$ cat config.mk
export PLATFORM = sky130hd
export DESIGN_NAME = legv8_multicycle_ctrl
export DESIGN_NICKNAME = d
export VERILOG_FILES = /design/src/rtl/legv8_pkg.sv /design/src/rtl/legv8_opcode_decode.sv /design/src/rtl/legv8_multicycle_ctrl.sv
export SDC_FILE = /design/constraint.sdc
export NUM_CORES = 1
export LEC_CHECK = 0
export BUFFER_PORTS_ARGS = -buffer_cell sky130_fd_sc_hd__buf_4
export CAP_MARGIN = 5
export CORE_MARGIN = 2
export CORE_UTILIZATION = 48
export DETAILED_ROUTE_END_ITERATION = 10
export HOLD_SLACK_MARGIN = 0.02
export PLACE_DENSITY = 0.81
export RECOVER_POWER = 50
export SKIP_CTS_REPAIR_TIMING = 1
export SYNTH_ARGS = -nofsm -noshare
export SYNTH_HDL_FRONTEND = slang
export SYNTH_SLANG_ARGS = --single-unit
$ cat constraint.sdc
create_clock -name clk -period 1.8 [get_ports clk]
set_input_delay 0.09 -clock clk [delete_from_list [all_inputs] [get_ports clk]]
set_output_delay 0.09 -clock clk [all_outputs]
set_load 0.01 [all_outputs]
$ cat src/rtl/legv8_pkg.sv
// Shared encodings for the LEGv8 multi-cycle controller: FSM states, opcode
// patterns, ALU operand/operation selects and fault cause codes.
package legv8_pkg;

    typedef enum logic [3:0] {
        S_IDLE   = 4'd0,
        S_FETCH  = 4'd1,
        S_DECODE = 4'd2,
        S_EXEC_R = 4'd3,
        S_WB_R   = 4'd4,
        S_ADDR   = 4'd5,
        S_MEM_RD = 4'd6,
        S_WB_MEM = 4'd7,
        S_MEM_WR = 4'd8,
        S_BR_CBZ = 4'd9,
        S_BR_B   = 4'd10,
        S_FAULT  = 4'd11
    } ctrlState_e;

    typedef enum logic [2:0] {
        CLS_RTYPE   = 3'd0,
        CLS_LDUR    = 3'd1,
        CLS_STUR    = 3'd2,
        CLS_CBZ     = 3'd3,
        CLS_B       = 3'd4,
        CLS_ILLEGAL = 3'd5
    } opClass_e;

    // Full 11-bit opcodes
    localparam logic [10:0] OP_ADD  = 11'b10001011000;
    localparam logic [10:0] OP_SUB  = 11'b11001011000;
    localparam logic [10:0] OP_AND  = 11'b10001010000;
    localparam logic [10:0] OP_ORR  = 11'b10101010000;
    localparam logic [10:0] OP_LDUR = 11'b11111000010;
    localparam logic [10:0] OP_STUR = 11'b11111000000;

    // CB and B formats carry immediate bits inside the 11-bit field
    localparam logic [10:0] MASK_CBZ = 11'b11111111000;
    localparam logic [10:0] OP_CBZ   = 11'b10110100000;
    localparam logic [10:0] MASK_B   = 11'b11111100000;
    localparam logic [10:0] OP_B     = 11'b00010100000;

    localparam logic [1:0] SRCB_BREG     = 2'b00;
    localparam logic [1:0] SRCB_FOUR     = 2'b01;
    localparam logic [1:0] SRCB_SEXT     = 2'b10;
    localparam logic [1:0] SRCB_SEXT_SH2 = 2'b11;

    localparam logic [1:0] ALUOP_ADD   = 2'b00;
    localparam logic [1:0] ALUOP_PASSB = 2'b01;
    localparam logic [1:0] ALUOP_FUNCT = 2'b10;

    localparam logic [1:0] FAULT_NONE    = 2'b00;
    localparam logic [1:0] FAULT_ILLEGAL = 2'b01;
    localparam logic [1:0] FAULT_TIMEOUT = 2'b10;

endpackage

$ cat src/rtl/legv8_opcode_decode.sv
// Combinational classification of the IR opcode field into the instruction
// groups the sequencer branches on.
module legv8_opcode_decode
    import legv8_pkg::*;
(
    input  logic [10:0] opcode,
    output opClass_e    opClass
);

    // Exact matches first, then the masked branch formats; anything else is illegal
    always_comb begin
        opClass = CLS_ILLEGAL;
        if (opcode == OP_ADD || opcode == OP_SUB || opcode == OP_AND || opcode == OP_ORR)
            opClass = CLS_RTYPE;
        else if (opcode == OP_LDUR)
            opClass = CLS_LDUR;
        else if (opcode == OP_STUR)
            opClass = CLS_STUR;
        else if ((opcode & MASK_CBZ) == OP_CBZ)
            opClass = CLS_CBZ;
        else if ((opcode & MASK_B) == OP_B)
            opClass = CLS_B;
    end

endmodule

$ cat src/rtl/legv8_multicycle_ctrl.sv
// Multi-cycle LEGv8 sequencer sharing one memory port between fetch and data
// access. Outputs are decoded from the state register, so an asynchronous
// reset drops every strobe in the same instant.
module legv8_multicycle_ctrl
    import legv8_pkg::*;
#(
    parameter int MEM_TIMEOUT = 16,
    parameter int CNT_W       = 32
) (
    input  logic             clk,
    input  logic             reset,
    input  logic [10:0]      opcode,
    input  logic             zero,
    input  logic             mem_ready,
    output logic             pc_write,
    output logic             pc_src,
    output logic             ir_write,
    output logic             iord,
    output logic             mem_read,
    output logic             mem_write,
    output logic             reg_write,
    output logic             mem_to_reg,
    output logic             reg2loc,
    output logic             alu_src_a,
    output logic [1:0]       alu_src_b,
    output logic [1:0]       alu_op,
    output logic             fault,
    output logic [1:0]       fault_code,
    output logic [CNT_W-1:0] retired
);

    localparam int                WAIT_W    = $clog2(MEM_TIMEOUT);
    localparam logic [WAIT_W-1:0] WAIT_LAST = WAIT_W'(MEM_TIMEOUT - 1);
    localparam logic [WAIT_W-1:0] WAIT_ONE  = WAIT_W'(1);
    localparam logic [CNT_W-1:0]  CNT_ONE   = CNT_W'(1);

    ctrlState_e        state, nextState;
    opClass_e          opClass;
    logic [WAIT_W-1:0] waitCnt;
    logic              retireNow;
    logic              waitState;
    logic              timedOut;

    legv8_opcode_decode uDecode (
        .opcode  (opcode),
        .opClass (opClass)
    );

    // Memory-facing states are the only ones that can stall
    assign waitState = (state == S_FETCH) || (state == S_MEM_RD) || (state == S_MEM_WR);
    // A ready on the last allowed cycle still completes the access
    assign timedOut  = waitState && !mem_ready && (waitCnt == WAIT_LAST);

    // Next-state selection and retire detection
    always_comb begin
        nextState = state;
        retireNow = 1'b0;
        case (state)
            S_IDLE:   nextState = S_FETCH;
            S_FETCH:  if (mem_ready) nextState = S_DECODE;
                      else if (timedOut) nextState = S_FAULT;
            S_DECODE: begin
                case (opClass)
                    CLS_RTYPE:          nextState = S_EXEC_R;
                    CLS_LDUR, CLS_STUR: nextState = S_ADDR;
                    CLS_CBZ:            nextState = S_BR_CBZ;
                    CLS_B:              nextState = S_BR_B;
                    default:            nextState = S_FAULT;
                endcase
            end
            S_EXEC_R: nextState = S_WB_R;
            S_WB_R:   begin nextState = S_FETCH; retireNow = 1'b1; end
            S_ADDR:   nextState = (opClass == CLS_STUR) ? S_MEM_WR : S_MEM_RD;
            S_MEM_RD: if (mem_ready) nextState = S_WB_MEM;
                      else if (timedOut) nextState = S_FAULT;
            S_WB_MEM: begin nextState = S_FETCH; retireNow = 1'b1; end
            S_MEM_WR: if (mem_ready) begin nextState = S_FETCH; retireNow = 1'b1; end
                      else if (timedOut) nextState = S_FAULT;
            S_BR_CBZ: begin nextState = S_FETCH; retireNow = 1'b1; end
            S_BR_B:   begin nextState = S_FETCH; retireNow = 1'b1; end
            S_FAULT:  nextState = S_FAULT;
            default:  nextState = S_IDLE;
        endcase
    end

    // State register, stall timer, retire counter and sticky fault capture
    always_ff @(posedge clk or posedge reset) begin
        if (reset) begin
            state      <= S_IDLE;
            waitCnt    <= '0;
            retired    <= '0;
            fault      <= 1'b0;
            fault_code <= FAULT_NONE;
        end else begin
            state <= nextState;
            if (nextState != state)
                waitCnt <= '0;
            else if (waitState && !mem_ready)
                waitCnt <= waitCnt + WAIT_ONE;
            if (retireNow)
                retired <= retired + CNT_ONE;
            // Only the first cause is recorded; FAULT is never left without reset
            if (nextState == S_FAULT && !fault) begin
                fault      <= 1'b1;
                fault_code <= (state == S_DECODE) ? FAULT_ILLEGAL : FAULT_TIMEOUT;
            end
        end
    end

    // Moore decode of the datapath controls; fetch strobes wait for the memory
    always_comb begin
        pc_write   = 1'b0;
        pc_src     = 1'b0;
        ir_write   = 1'b0;
        iord       = 1'b0;
        mem_read   = 1'b0;
        mem_write  = 1'b0;
        reg_write  = 1'b0;
        mem_to_reg = 1'b0;
        reg2loc    = 1'b0;
        alu_src_a  = 1'b0;
        alu_src_b  = SRCB_BREG;
        alu_op     = ALUOP_ADD;
        case (state)
            S_FETCH: begin
                mem_read  = 1'b1;
                alu_src_b = SRCB_FOUR;
                ir_write  = mem_ready;
                pc_write  = mem_ready;
            end
            S_DECODE: begin
                alu_src_b = SRCB_SEXT_SH2;
                reg2loc   = (opClass == CLS_LDUR) || (opClass == CLS_STUR) || (opClass == CLS_CBZ);
            end
            S_EXEC_R: begin
                alu_src_a = 1'b1;
                alu_op    = ALUOP_FUNCT;
            end
            S_WB_R:   reg_write = 1'b1;
            S_ADDR: begin
                alu_src_a = 1'b1;
                alu_src_b = SRCB_SEXT;
                reg2loc   = 1'b1;
            end
            S_MEM_RD: begin
                iord     = 1'b1;
                mem_read = 1'b1;
            end
            S_WB_MEM: begin
                reg_write  = 1'b1;
                mem_to_reg = 1'b1;
            end
            S_MEM_WR: begin
                iord      = 1'b1;
                mem_write = 1'b1;
                reg2loc   = 1'b1;
            end
            S_BR_CBZ: begin
                reg2loc  = 1'b1;
                alu_op   = ALUOP_PASSB;
                pc_write = zero;
                pc_src   = 1'b1;
            end
            S_BR_B: begin
                pc_write = 1'b1;
                pc_src   = 1'b1;
            end
            default: ;
        endcase
    end

endmodule

=== Yosys cells after proc, flatten, opt, wreduce, memory -nomap -nowiden ===
Index checks and enable logic that the tools add are counted.

* Input bits: 15
* Register bits after elaboration: 43
* Output and inout port bits: 49
* Word-level logic and storage cells: 86

* Reduce and logical (&&, ||, !) cells: 24
* Eq/ne operators: 26
* $add $sub $neg: 2
* Mux-type cells: 29

{| class="wikitable"
|+ Operators by type and width
! operator !! count
|-
| 11-bit equality test, second input constant || 6
|-
| 32-bit by 1-bit adder with 32-bit output, second input constant || 1
|-
| 4-bit one-hot mux with 8 select lines || 1
|-
| 4-bit 2-to-1 mux || 7
|-
| 4-bit equality test, second input constant || 6
|-
| 4-bit by 3-bit equality test with 1-bit output, second input constant || 4
|-
| 4-bit one-hot mux with 4 select lines || 1
|-
| 3-bit 2-to-1 mux || 4
|-
| 2-bit OR reduction || 6
|-
| 1-bit 2-to-1 mux || 10
|-
| 4-bit by 2-bit equality test with 1-bit output, second input constant || 2
|-
| 8-bit equality test, second input constant || 1
|-
| 1-bit logical OR || 7
|-
| 3-bit by 2-bit equality test with 1-bit output, second input constant || 2
|-
| 6-bit by 3-bit equality test with 1-bit output, second input constant || 1
|-
| 2-bit one-hot mux with 3 select lines || 1
|-
| 5-bit OR reduction || 1
|-
| 4-bit by 1-bit adder with 4-bit output, second input constant || 1
|-
| 4-bit by 1-bit equality test with 1-bit output, second input constant || 1
|-
| 4-bit zero test || 1
|-
| 4-bit inequality test || 1
|-
| 1-bit one-hot mux with 2 select lines || 2
|-
| 2-bit one-hot mux with 2 select lines || 1
|-
| 4-bit OR reduction || 1
|-
| other kinds (9) || 12
|}

=== Logic depth before layout (Yosys ltp) ===
Gate-level depths: netlist of the first run.

* Depth after elaboration: 12
* Mapped depth: 8
* Gate-level depth less buffers: 7

=== Hierarchy ===
From an unflattened synthesis of the first run, not the netlist that was laid out.

* Cell total of the unflattened synthesis: 256
* Area, all modules: 2606.2 um2

{| class="wikitable"
|+ Modules (own cells, without submodules)
! module !! sequential area each (um2) !! cells each !! times used !! area an instance (um2)
|-
| legv8_multicycle_ctrl || 1076.0 || 239 || 1 || 2488.6
|-
| legv8_opcode_decode || 0.0 || 17 || 1 || 117.6
|}

=== Least setup slack after synthesis of the first run ===
OpenSTA, ideal clock, no wires.

* Path kind: register to register
* From: reg waitCnt[0]
* To: reg fault_code[0]
* Path slack: -0.134 ns
* Library setup time: 0.128 ns
* Data arrival time: 1.806 ns
* Stages on the path, launching flop included: 8
* Data required time: 1.672 ns
* Period minus slack after synthesis: 1.934 ns
* Buffers on the path: 0
* Cell sequence: dfrtp_1 ha_1 and4b_4 and3_4 a31o_4 a211oi_2 nor4_4 mux2_1

* Longest elaborated chain between the ends: 7
* Elaborated cells on any way between the ends: 9
* Classes of those cells: 2 x eq/ne; 5 x mux; 2 x reduce/logical

{| class="wikitable"
|+ Ends and longest elaborated chain
! element !! line !! source
|-
| from (decl) || legv8_multicycle_ctrl.sv:39 || <nowiki>logic [WAIT_W-1:0] waitCnt;</nowiki>
|-
| from (signal assigned) || legv8_multicycle_ctrl.sv:99 || <nowiki>waitCnt <= waitCnt + WAIT_ONE;</nowiki>
|-
| 4-bit equality test (*) || legv8_multicycle_ctrl.sv:52 || <nowiki>assign timedOut = waitState && !mem_ready && (waitCnt == WAIT_LAST);</nowiki>
|-
| 1-bit logical AND (*) || legv8_multicycle_ctrl.sv:52 ||
|-
| 4-bit 2-to-1 mux (*) || legv8_multicycle_ctrl.sv:61, legv8_multicycle_ctrl.sv:75, legv8_multicycle_ctrl.sv:78 ||
|-
| 4-bit 2-to-1 mux, on equally long branches || legv8_multicycle_ctrl.sv:77, legv8_multicycle_ctrl.sv:60, legv8_multicycle_ctrl.sv:74 ||
|-
| 4-bit one-hot mux with 8 select lines (*) || legv8_multicycle_ctrl.sv:58 || <nowiki>case (state)</nowiki>
|-
| 4-bit equality test (*) || legv8_multicycle_ctrl.sv:103 || <nowiki>if (nextState == S_FAULT && !fault) begin</nowiki>
|-
| 1-bit logical AND (*) || legv8_multicycle_ctrl.sv:103 ||
|-
| to (signal assigned) || legv8_multicycle_ctrl.sv:105 || <nowiki>fault_code <= (state == S_DECODE) ? FAULT_ILLEGAL : FAULT_TIMEOUT;</nowiki>
|-
| to (decl) || legv8_multicycle_ctrl.sv:28 || <nowiki>output logic [1:0] fault_code,</nowiki>
|}

Every way passes the cells marked *; elsewhere a longest branch is shown, timed or not.
A chain may end at the register's enable or synchronous reset.

=== Final worst setup path of the first run ===
* From: reg state[1]
* To: reg fault_code[1]

* Longest elaborated chain between the ends: 10
* Elaborated cells on any way between the ends: 25
* Classes of those cells: 12 x eq/ne; 6 x mux; 7 x reduce/logical

{| class="wikitable"
|+ Ends and longest elaborated chain
! element !! line !! source
|-
| from (decl) || legv8_multicycle_ctrl.sv:37 || <nowiki>ctrlState_e state, nextState;</nowiki>
|-
| from (signal assigned) || legv8_multicycle_ctrl.sv:95 || <nowiki>state <= nextState;</nowiki>
|-
| 4-bit by 1-bit equality test with 1-bit output or 4-bit by 3-bit equality test with 1-bit output (tied branches) || legv8_multicycle_ctrl.sv:50, legv8_multicycle_ctrl.sv:58 ||
|-
| 1-bit logical OR (2 in a row) || legv8_multicycle_ctrl.sv:50 || <nowiki>assign waitState = (state == S_FETCH) || (state == S_MEM_RD) || (state == S_MEM_WR);</nowiki>
|-
| 1-bit logical AND (2 in a row) || legv8_multicycle_ctrl.sv:52 ||
|-
| 4-bit 2-to-1 mux || legv8_multicycle_ctrl.sv:61, legv8_multicycle_ctrl.sv:75, legv8_multicycle_ctrl.sv:78 ||
|-
| 4-bit 2-to-1 mux, on equally long branches || legv8_multicycle_ctrl.sv:77, legv8_multicycle_ctrl.sv:60, legv8_multicycle_ctrl.sv:74 ||
|-
| 4-bit one-hot mux with 8 select lines || legv8_multicycle_ctrl.sv:58 ||
|-
| 4-bit equality test || legv8_multicycle_ctrl.sv:103 ||
|-
| 1-bit logical AND || legv8_multicycle_ctrl.sv:103 ||
|}

Parallel ways exist; a longest one is shown, timed or not.

==> out/qor.txt, run 1 <==
RSZ-0062 raised after global routing = yes
Crit Path Max Fanout = 8
Pre-CTS setup slack = -0.273 ns
Via count = 2558
Tcrit/Tclk final = 1.13
Post-synth EDFFs = 0
Total CTS buffers = 5
Io pins = 64
Syn Area/Cell = 9.90 um2
Net Count, Synth = 280
Setup Skew = 0.0221 ns
Static leakage = 1.95 nW
Global-route wire length before repair = 11200 um
Required time of the worst setup path = 1.99 ns
Post-Route WL = 8200 um
Total GRT Usage = 0.230
Asr flop ratio synth = 1.00
Area Overhead vs Synth = 55.3%
Routed Antenna Nets = 0
Finished Cell Area = 0.00404 mm2
H-tree levels = 2
HP Class = in -> reg
FF+latch count, synth = 43
Clk pin slew, worst setup/hold paths = 0.10 ns
Final count of hold timing violations = 0
Remaining Overflow, GRT = 0
Tmin final = 2.03 ns
Fraction of layout cells with a size suffix above 1 = 0.510
Path type of the worst setup path = reg -> reg
Avg WL per Cell = 17.7 um
DRC Markers = 0
Pins over their slew limit = 0
Placed Cells incl. Taps = 442
Peak VDD IR = 0.000600 V
CP Data Arrival Time = 2.22 ns
Core ar. = 0.00517 mm2
DP HPWL = 5180 um
Initial antenna violation count = 0
Sink Count = 43
CTS tree = yes
Placed inst area = 0.00353 mm2
Outcome = finished, violations left
Synth area leader = dfrtp_1
Crit end category = flop
Commonest non-fill, non-tap cell in the layout = buf_4
CP Launch Type = flop
Clock Latency Late Sink = 0.32 ns
Starting density of the core = 0.503
I/O Buffers = 63
Vias in the first global route = 2475
RD Place Congestion = 0.929
Die Area = 0.00603 mm2
Die height = 77.6 um
Nets = 410
Root Driver = clkbuf_8
Final setup viols = 35
Relative slew slack = 0.285
Top post-synthesis cells by area = dfrtp_1 (41%), xnor2_1 (7.1%), xor2_1 (4.7%)
Mapped cell area = 0.00260 mm2
Largest net degree at the start of global routing = 44
Netlist cell types = 53
Fmax = 494 MHz
Fill cell count = 323
Die X = 77.6 um
Seq/Total Area, Yosys = 0.413
DR iter-0 viols = 198
Failing checks = setup timing
Post-synth top area share = 0.413
CTS max path bufs = 2
Worst-Margin Slew = 1.07 ns
Area occupied by multi-input gates = 0.00171 mm2
Final core utilization = 0.781
Final worst slack = -0.226 ns
Register cell area after layout = 0.00108 mm2
Most frequent cells in the layout = buf_4 (109), dfrtp_1 (39), nand2_1 (21)
Vias/cell = 5.51
Main synth FF type = dfrtp_1
Post-Synthesis Cells = 263
Maxcap violations = 0
ANT cells = 0
Syn. warnings = 0
Row Count = 26
Drt first pass iters = 4
Pwr/cell area = 1200 mW/mm2
Non-filler instance count after layout = 464
## critical path, cell delays in order (launching register included)
cell and delay (ns):
dfrtp_2 0.48, buf_6 0.16, nand2_1 0.07, a21oi_1 0.21, o221ai_2 0.15, o21a_1 0.17
nor4_4 0.33, mux2_4 0.34
## power breakdown
part           total (W)  leakage (nW)  internal (W)  switching (W)
combinational    0.00279          1.32       0.00143        0.00136
sequential       0.00127         0.575       0.00110       0.000170
clock           0.000795        0.0548      0.000418       0.000377
## kinds of logic after synthesis
kind of cell | count (synthesis) | synth area share
flip-flops | 43 | 0.413
multiplexers | 6 | 0.0250
AND/OR/NAND/NOR | 131 | 0.312
adder cells (fa/ha/maj) | 2 | 0.00961
AO/OA/AOI/OAI | 29 | 0.0856
XOR/XNOR | 35 | 0.118
buffers and inverters | 17 | 0.0361
## cell usage after synthesis, drive strengths merged (3+ instances only)
cell	count
nand2	25
o21a	3
nor2b	6
and2	5
nor2	28
o21ai	4
xor2	14
and3	11
inv	7
a211oi	3
dfrtp	43
o211ai	3
nor4b	4
and4	4
buf	8
nand3	13
xnor2	21
nand4	8
nor3	11
nor3b	3
a21oi	8
mux2	4
## metal layers
metal,up-vias,GRT usage,part of all wire
met4,0,0.0964,0.025
met5,-,0,0
met2,103,0.406,0.53
li1,1186,-,-
met1,1249,0.278,0.39
met3,20,0.0372,0.047
## layout make-up
type,instances,share of cell area
clock inverters,3,0.0115
inverters,7,0.00650
flip-flops and latches,43,0.267
well taps,70,0.0217
multi-input cells,203,0.424
clock buffers,5,0.0170
repair buffers,133,0.252
## worst paths after layout
path	end	slack, ns	start	depth (start not counted)
hold reg to reg	retired[12]$_DFFE_PP0P_	0.49	retired[12]$_DFFE_PP0P_	1
max in group asynchronous	state[0]$_DFF_PP0_	0.41	reset	4
setup / recovery	fault_code[1]$_DFFE_PP0P_	-0.23	state[1]$_DFF_PP0_	7
hold / removal	state[0]$_DFF_PP0_	0.35	mem_ready	4
min in group asynchronous	retired[15]$_DFFE_PP0P_	0.66	reset	4
setup reg to reg	fault_code[1]$_DFFE_PP0P_	-0.23	state[1]$_DFF_PP0_	7
## flip-flops by register name (all words and copies together), names as in the netlist
name        cells
fault           1
waitCnt         4
fault_code      2
state           4
retired        32
## metrics by stage
| step | hold slack [ns] | setup TNS [ns] | power, W |
|---|---|---|---|
| after floorplan | 0.324 | -0.181 | 0.00248 |
| after global placement | 0.255 | -2.32 | 0.00341 |
| after detailed placement | 0.265 | -4.38 | 0.00348 |
| after CTS | -0.0746 | -6.60 | 0.00426 |
| after global routing | 0.377 | -5.36 | 0.00506 |
| final | 0.347 | -3.35 | 0.00485 |
Note: power is estimated with default switching activity, not from simulation.
==> run 2, diff against run 1 <==
--- a/config.mk
+++ b/config.mk
@@ -8,10 +8,10 @@
 export BUFFER_PORTS_ARGS = -buffer_cell sky130_fd_sc_hd__buf_4
 export CAP_MARGIN = 5
 export CORE_MARGIN = 2
-export CORE_UTILIZATION = 48
+export CORE_UTILIZATION = 58
 export DETAILED_ROUTE_END_ITERATION = 10
 export HOLD_SLACK_MARGIN = 0.02
-export PLACE_DENSITY = 0.81
+export PLACE_DENSITY = 0.91
 export RECOVER_POWER = 50
 export SKIP_CTS_REPAIR_TIMING = 1
 export SYNTH_ARGS = -nofsm -noshare
==> constraint.sdc (replaced) <==
create_clock -name clk -period 2.4 [get_ports clk]
set_input_delay 0.12 -clock clk [delete_from_list [all_inputs] [get_ports clk]]
set_output_delay 0.12 -clock clk [all_outputs]
set_load 0.01 [all_outputs]
==> out/qor.txt, run 2 (same netlist as run 1, synthesis figures left out) <==
Outcome = complete, no violations
Seq pwr share = 0.366
Clock Latency Late Sink = 0.30 ns
Fill cell count = 337
Tmin final = 2.22 ns
Static leakage = 1.45 nW
Io pins = 64
Clk pwr share = 0.166
Combinational Power Share = 0.468
Area Overhead vs Synth = 20.7%
Worst path cell trace = nand2b_1 > o221ai_1 > nand4_1 > nor3_2 > nand3_1 > xnor2_1
Peak VDD IR = 0.000489 V
Crit end category = flop
Worst R2R End = retired[30]$_DFFE_PP0P_
H-tree levels = 2
Most frequent cells in the layout = buf_4 (45), dfrtp_1 (42), nor2_1 (27)
Total CTS buffers = 5
Tcrit/Tclk final = 0.923
DR iter-0 viols = 219
Worst stage delay on the critical path = 0.51 ns
RD Place Congestion = 0.867
Number of flip-flops in the largest register = 32
Sw frac = 0.412
Required time of the worst setup path = 2.58 ns
Internal power = 0.00158 W
I/O Buffers = 63
Die X = 71.0 um
Remaining Overflow, GRT = 0
CTS tree = yes
Initial antenna violation count = 0
CP max-delay cell = dfrtp_2
Worst R2R Path Depth = 6
Critical path destination = retired[30]$_DFFE_PP0P_
NetSw = 0.00111 W
Worst setup path start = state[3]$_DFF_PP0_
HP Class = in -> reg
Commonest non-fill, non-tap cell in the layout = buf_4
Root Driver = clkbuf_8
Crit Path Max Fanout = 16
Relative slew slack = 0.309
Fraction of layout cells with a size suffix above 1 = 0.228
Drt first pass iters = 4
CTS max path bufs = 2
Die height = 71.0 um
Avg WL per Cell = 15.9 um
Setup TNS = 0 ns
Final count of hold timing violations = 0
Largest delay contributor family on the critical path = simple AND/OR/NAND/NOR gates
Final setup viols = 0
FF-to-FF Start = state[3]$_DFF_PP0_
Starting density of the core = 0.602
DRC Markers = 0
Worst Path Buf+Inv = 0
Largest reg by FF count = retired
Register cell area after layout = 0.00108 mm2
DP HPWL = 4680 um
Post-Route WL = 6130 um
Clk pin slew, worst setup/hold paths = 0.08 ns
Final core utilization = 0.726
Total GRT Usage = 0.260
Area occupied by multi-input gates = 0.00143 mm2
CP Data Arrival Time = 2.39 ns
Via count = 2239
CP Launch Type = flop
Worst-Margin Slew = 1.04 ns
ANT cells = 0
Row Count = 24
Vias/cell = 5.80
Largest net degree at the start of global routing = 44
RSZ-0062 raised after global routing = no
Pins over their slew limit = 0
Core ar. = 0.00432 mm2
Leading registers by flop count = retired x32, state x4, waitCnt x4
Nets = 350
Die Area = 0.00504 mm2
Pwr/cell area = 858 mW/mm2
Setup Skew = 0.0113 ns
Routed Antenna Nets = 0
R2r setup slk = 0.18 ns
Sink Count = 43
Vias in the first global route = 2236
Fmax = 451 MHz
Number of stages on the worst setup path = 6
Global-route wire length before repair = 10500 um
Path type of the worst setup path = reg -> reg
Maxcap violations = 0
run 2: changes by cell type in the layout (fill, tap and decap cells not counted), sizes merged:
cell,before,now
bufinv,1,0
clkbuf,15,33
inv,8,7
clkinv,0,1
buf,122,45
run 2: worst min-delay path by stage:
stage                     depth (start not counted)  slack [ns]                       to       from
final                                             4        0.21       state[2]$_DFF_PP0_  opcode[2]
after CTS                                         3       -0.03  retired[24]$_DFFE_PP0P_      reset
after global routing                              4        0.23       state[2]$_DFF_PP0_  opcode[2]
after floorplan                                   3        0.35       state[2]$_DFF_PP0_  opcode[0]
after global placement                            3        0.28  retired[24]$_DFFE_PP0P_      reset
after detailed placement                          3        0.30  retired[30]$_DFFE_PP0P_      reset
run 2: power by group through the flow:
stage	registers, W	logic, W	clock network [W]
6_report	0.000987	0.00126	0.000446
5_1_grt	0.00101	0.00138	0.000490
4_1_cts	0.000983	0.00129	0.000455
3_5_place_dp	0.000996	0.00128	0
3_3_place_gp	0.000991	0.00125	0
2_1_floorplan	0.000946	0.000893	0
run 2: worst min-delay path, stage by stage:
cell and delay (ns):
buf_4 0.09, nor4b_4 0.05, nand4_1 0.10, nand3b_1 0.09
run 2: stage by stage:
step	area [um2]	hold slack, ns	instances	worst slack (ns)	power (W)
finish	3140	0.212	386	0.184	0.00269
global route	3140	0.233	386	0.00471	0.00288
CTS	3230	-0.0312	385	0.115	0.00272
detailed placement	3140	0.296	377	0.189	0.00227
global placement	3140	0.285	377	0.273	0.00224
floorplan	2600	0.354	263	0.466	0.00184
run 2: layout make-up:
type                    instances  share of cell area
clock buffers                   6              0.0231
well taps                      52              0.0207
flip-flops and latches         43               0.343
inverters                       7             0.00837
repair buffers                 73               0.145
multi-input cells             203               0.456
clock inverters                 2             0.00398
run 2: layer usage:
metal,global-route usage,wire length (um),vias to the layer above
met4,0.0985,108,0
met5,0,0,-
met1,0.361,2690,1079
met2,0.411,2970,85
met3,0.0427,363,10
li1,-,-,1065
==> run 3, diff against run 2 <==
--- a/config.mk
+++ b/config.mk
@@ -5,14 +5,16 @@
 export SDC_FILE = /design/constraint.sdc
 export NUM_CORES = 1
 export LEC_CHECK = 0
-export BUFFER_PORTS_ARGS = -buffer_cell sky130_fd_sc_hd__buf_4
+export BUFFER_PORTS_ARGS = -buffer_cell sky130_fd_sc_hd__buf_2
 export CAP_MARGIN = 5
 export CORE_MARGIN = 2
 export CORE_UTILIZATION = 58
 export DETAILED_ROUTE_END_ITERATION = 10
+export GPL_TIMING_DRIVEN = 0
 export HOLD_SLACK_MARGIN = 0.02
 export PLACE_DENSITY = 0.91
 export RECOVER_POWER = 50
+export SETUP_SLACK_MARGIN = 0.2
 export SKIP_CTS_REPAIR_TIMING = 1
 export SYNTH_ARGS = -nofsm -noshare
 export SYNTH_HDL_FRONTEND = slang
==> out/qor.txt, run 3 (same netlist as run 1, synthesis figures left out) <==
Vias/cell = 5.80
Tcrit/Tclk final = 0.862
Drt first pass iters = 4
Global-route wire length before repair = 9710 um
Relative slew slack = -0.0211
Largest net degree at the start of global routing = 44
HP Class = in -> reg
Area occupied by multi-input gates = 0.00146 mm2
Tmin final = 2.07 ns
Pwr/cell area = 868 mW/mm2
Met1 GRT Util = 0.337
Crit end category = flop
Fill cell count = 324
Register cell area after layout = 0.00108 mm2
Setup Skew = 0.00703 ns
Internal power = 0.00157 W
Met2 GRT Util = 0.385
DR iter-0 viols = 132
Required time of the worst setup path = 2.58 ns
Clk pin slew, worst setup/hold paths = 0.09 ns
CP Data Arrival Time = 2.25 ns
Die height = 71.0 um
Total CTS buffers = 5
Sink Count = 43
Maxcap violations = 1
Root Driver = clkbuf_8
Fraction of layout cells with a size suffix above 1 = 0.243
Leading registers by flop count = retired x32, state x4, waitCnt x4
Row Count = 24
Initial antenna violation count = 0
Largest reg by FF count = retired
Avg WL per Cell = 14.7 um
RSZ-0062 raised after global routing = no
Die Area = 0.00504 mm2
Setup TNS = 0 ns
Final count of hold timing violations = 0
Pins over their slew limit = 44
Combinational Power Share = 0.486
Clock Latency Late Sink = 0.29 ns
Pre-CTS setup slack = 0.290 ns
Finished Cell Area = 0.00310 mm2
Core ar. = 0.00432 mm2
CTS tree = yes
Peak VDD IR = 0.000511 V
Sw frac = 0.417
Clk pwr share = 0.172
Top Usage Layer GRT = met2
Final worst slack = 0.330 ns
Via count = 2255
H-tree levels = 2
Failing checks = capacitance limit, slew limit
Nets = 353
ANT cells = 0
Static leakage = 1.49 nW
Routed Antenna Nets = 0
Path type of the worst setup path = reg -> reg
I/O Buffers = 63
Total GRT Usage = 0.236
DRC Markers = 0
Placed inst area = 0.00298 mm2
Number of flip-flops in the largest register = 32
Seq pwr share = 0.342
Met3 GRT Util = 0.0370
DP HPWL = 4360 um
Crit Path Max Fanout = 5
Commonest non-fill, non-tap cell in the layout = dfrtp_1
RD Place Congestion = 0.910
Area Overhead vs Synth = 19.0%
CTS max path bufs = 2
CP Launch Type = flop
Outcome = finished, violations left
Final core utilization = 0.716
NetSw = 0.00112 W
Tot Pwr = 0.00269 W
Io pins = 64
Starting density of the core = 0.602
Worst-Margin Slew = 1.53 ns
Fmax = 483 MHz
Post-Route WL = 5730 um
Vias in the first global route = 2075
Die X = 71.0 um
Final setup viols = 0
Most frequent cells in the layout = dfrtp_1 (43), buf_2 (41), nor2_1 (27)
Remaining Overflow, GRT = 0
## run 3: changes by cell type in the layout (fill, tap and decap cells not counted), sizes merged
cell,change
dlygate4sd3,-1
clkinv,-1
inv,+1
buf,+4
clkbuf,-1
clkinvlp,+1
## run 3: per-stage QoR
step	hold slack (ns)	std cells
floorplan	0.354	263
global placement	0.452	378
detailed placement	0.345	378
CTS	0.0179	386
global route	0.257	389
finish	0.261	389
## run 3: layout make-up
type | count | area share
clock inverter | 3 | 0.00768
multi-input combinational | 203 | 0.471
clock buffer | 5 | 0.0222
timing repair buffer | 66 | 0.0994
sequential | 43 | 0.347
inverter | 7 | 0.00848
buffer | 10 | 0.0226
tap | 52 | 0.0210
## run 3: worst max-delay path, stage by stage (launching register included)
cell      delay [ns]
dfrtp_1         0.38
ha_2            0.21
and4b_4         0.29
nand3_1         0.10
a31oi_2         0.19
a211oi_2        0.11
nor4_4          0.32
mux2_1          0.36
## run 3: routing by layer
metal / wire [um] / share of wire / vias to the layer above
li1: - / - / 1077
met1: 2450 / 0.43 / 1081
met2: 2850 / 0.50 / 83
met3: 355 / 0.062 / 14
met4: 75 / 0.013 / 0
met5: 0 / 0 / -
## run 3: power by group through the flow
stage,sequential (W),combinational (W),clock (W)
2_1_floorplan,0.000946,0.000893,0
3_3_place_gp,0.000926,0.00123,0
3_5_place_dp,0.000936,0.00126,0
4_1_cts,0.000923,0.00127,0.000474
5_1_grt,0.000935,0.00144,0.000504
6_report,0.000920,0.00131,0.000463
## run 3: final timing paths
path	from	endpoint	slack (ns)	depth (start not counted)
worst max-delay path	waitCnt[1]$_DFFE_PP0P_	fault_code[1]$_DFFE_PP0P_	0.33	7
worst min-delay path	opcode[0]	state[2]$_DFF_PP0_	0.26	4
worst max register to register	waitCnt[1]$_DFFE_PP0P_	fault_code[1]$_DFFE_PP0P_	0.33	7
worst min register to register	retired[31]$_DFFE_PP0P_	retired[31]$_DFFE_PP0P_	0.47	1
max in group asynchronous	reset	retired[14]$_DFFE_PP0P_	1.23	2
min in group asynchronous	reset	retired[27]$_DFFE_PP0P_	0.28	2
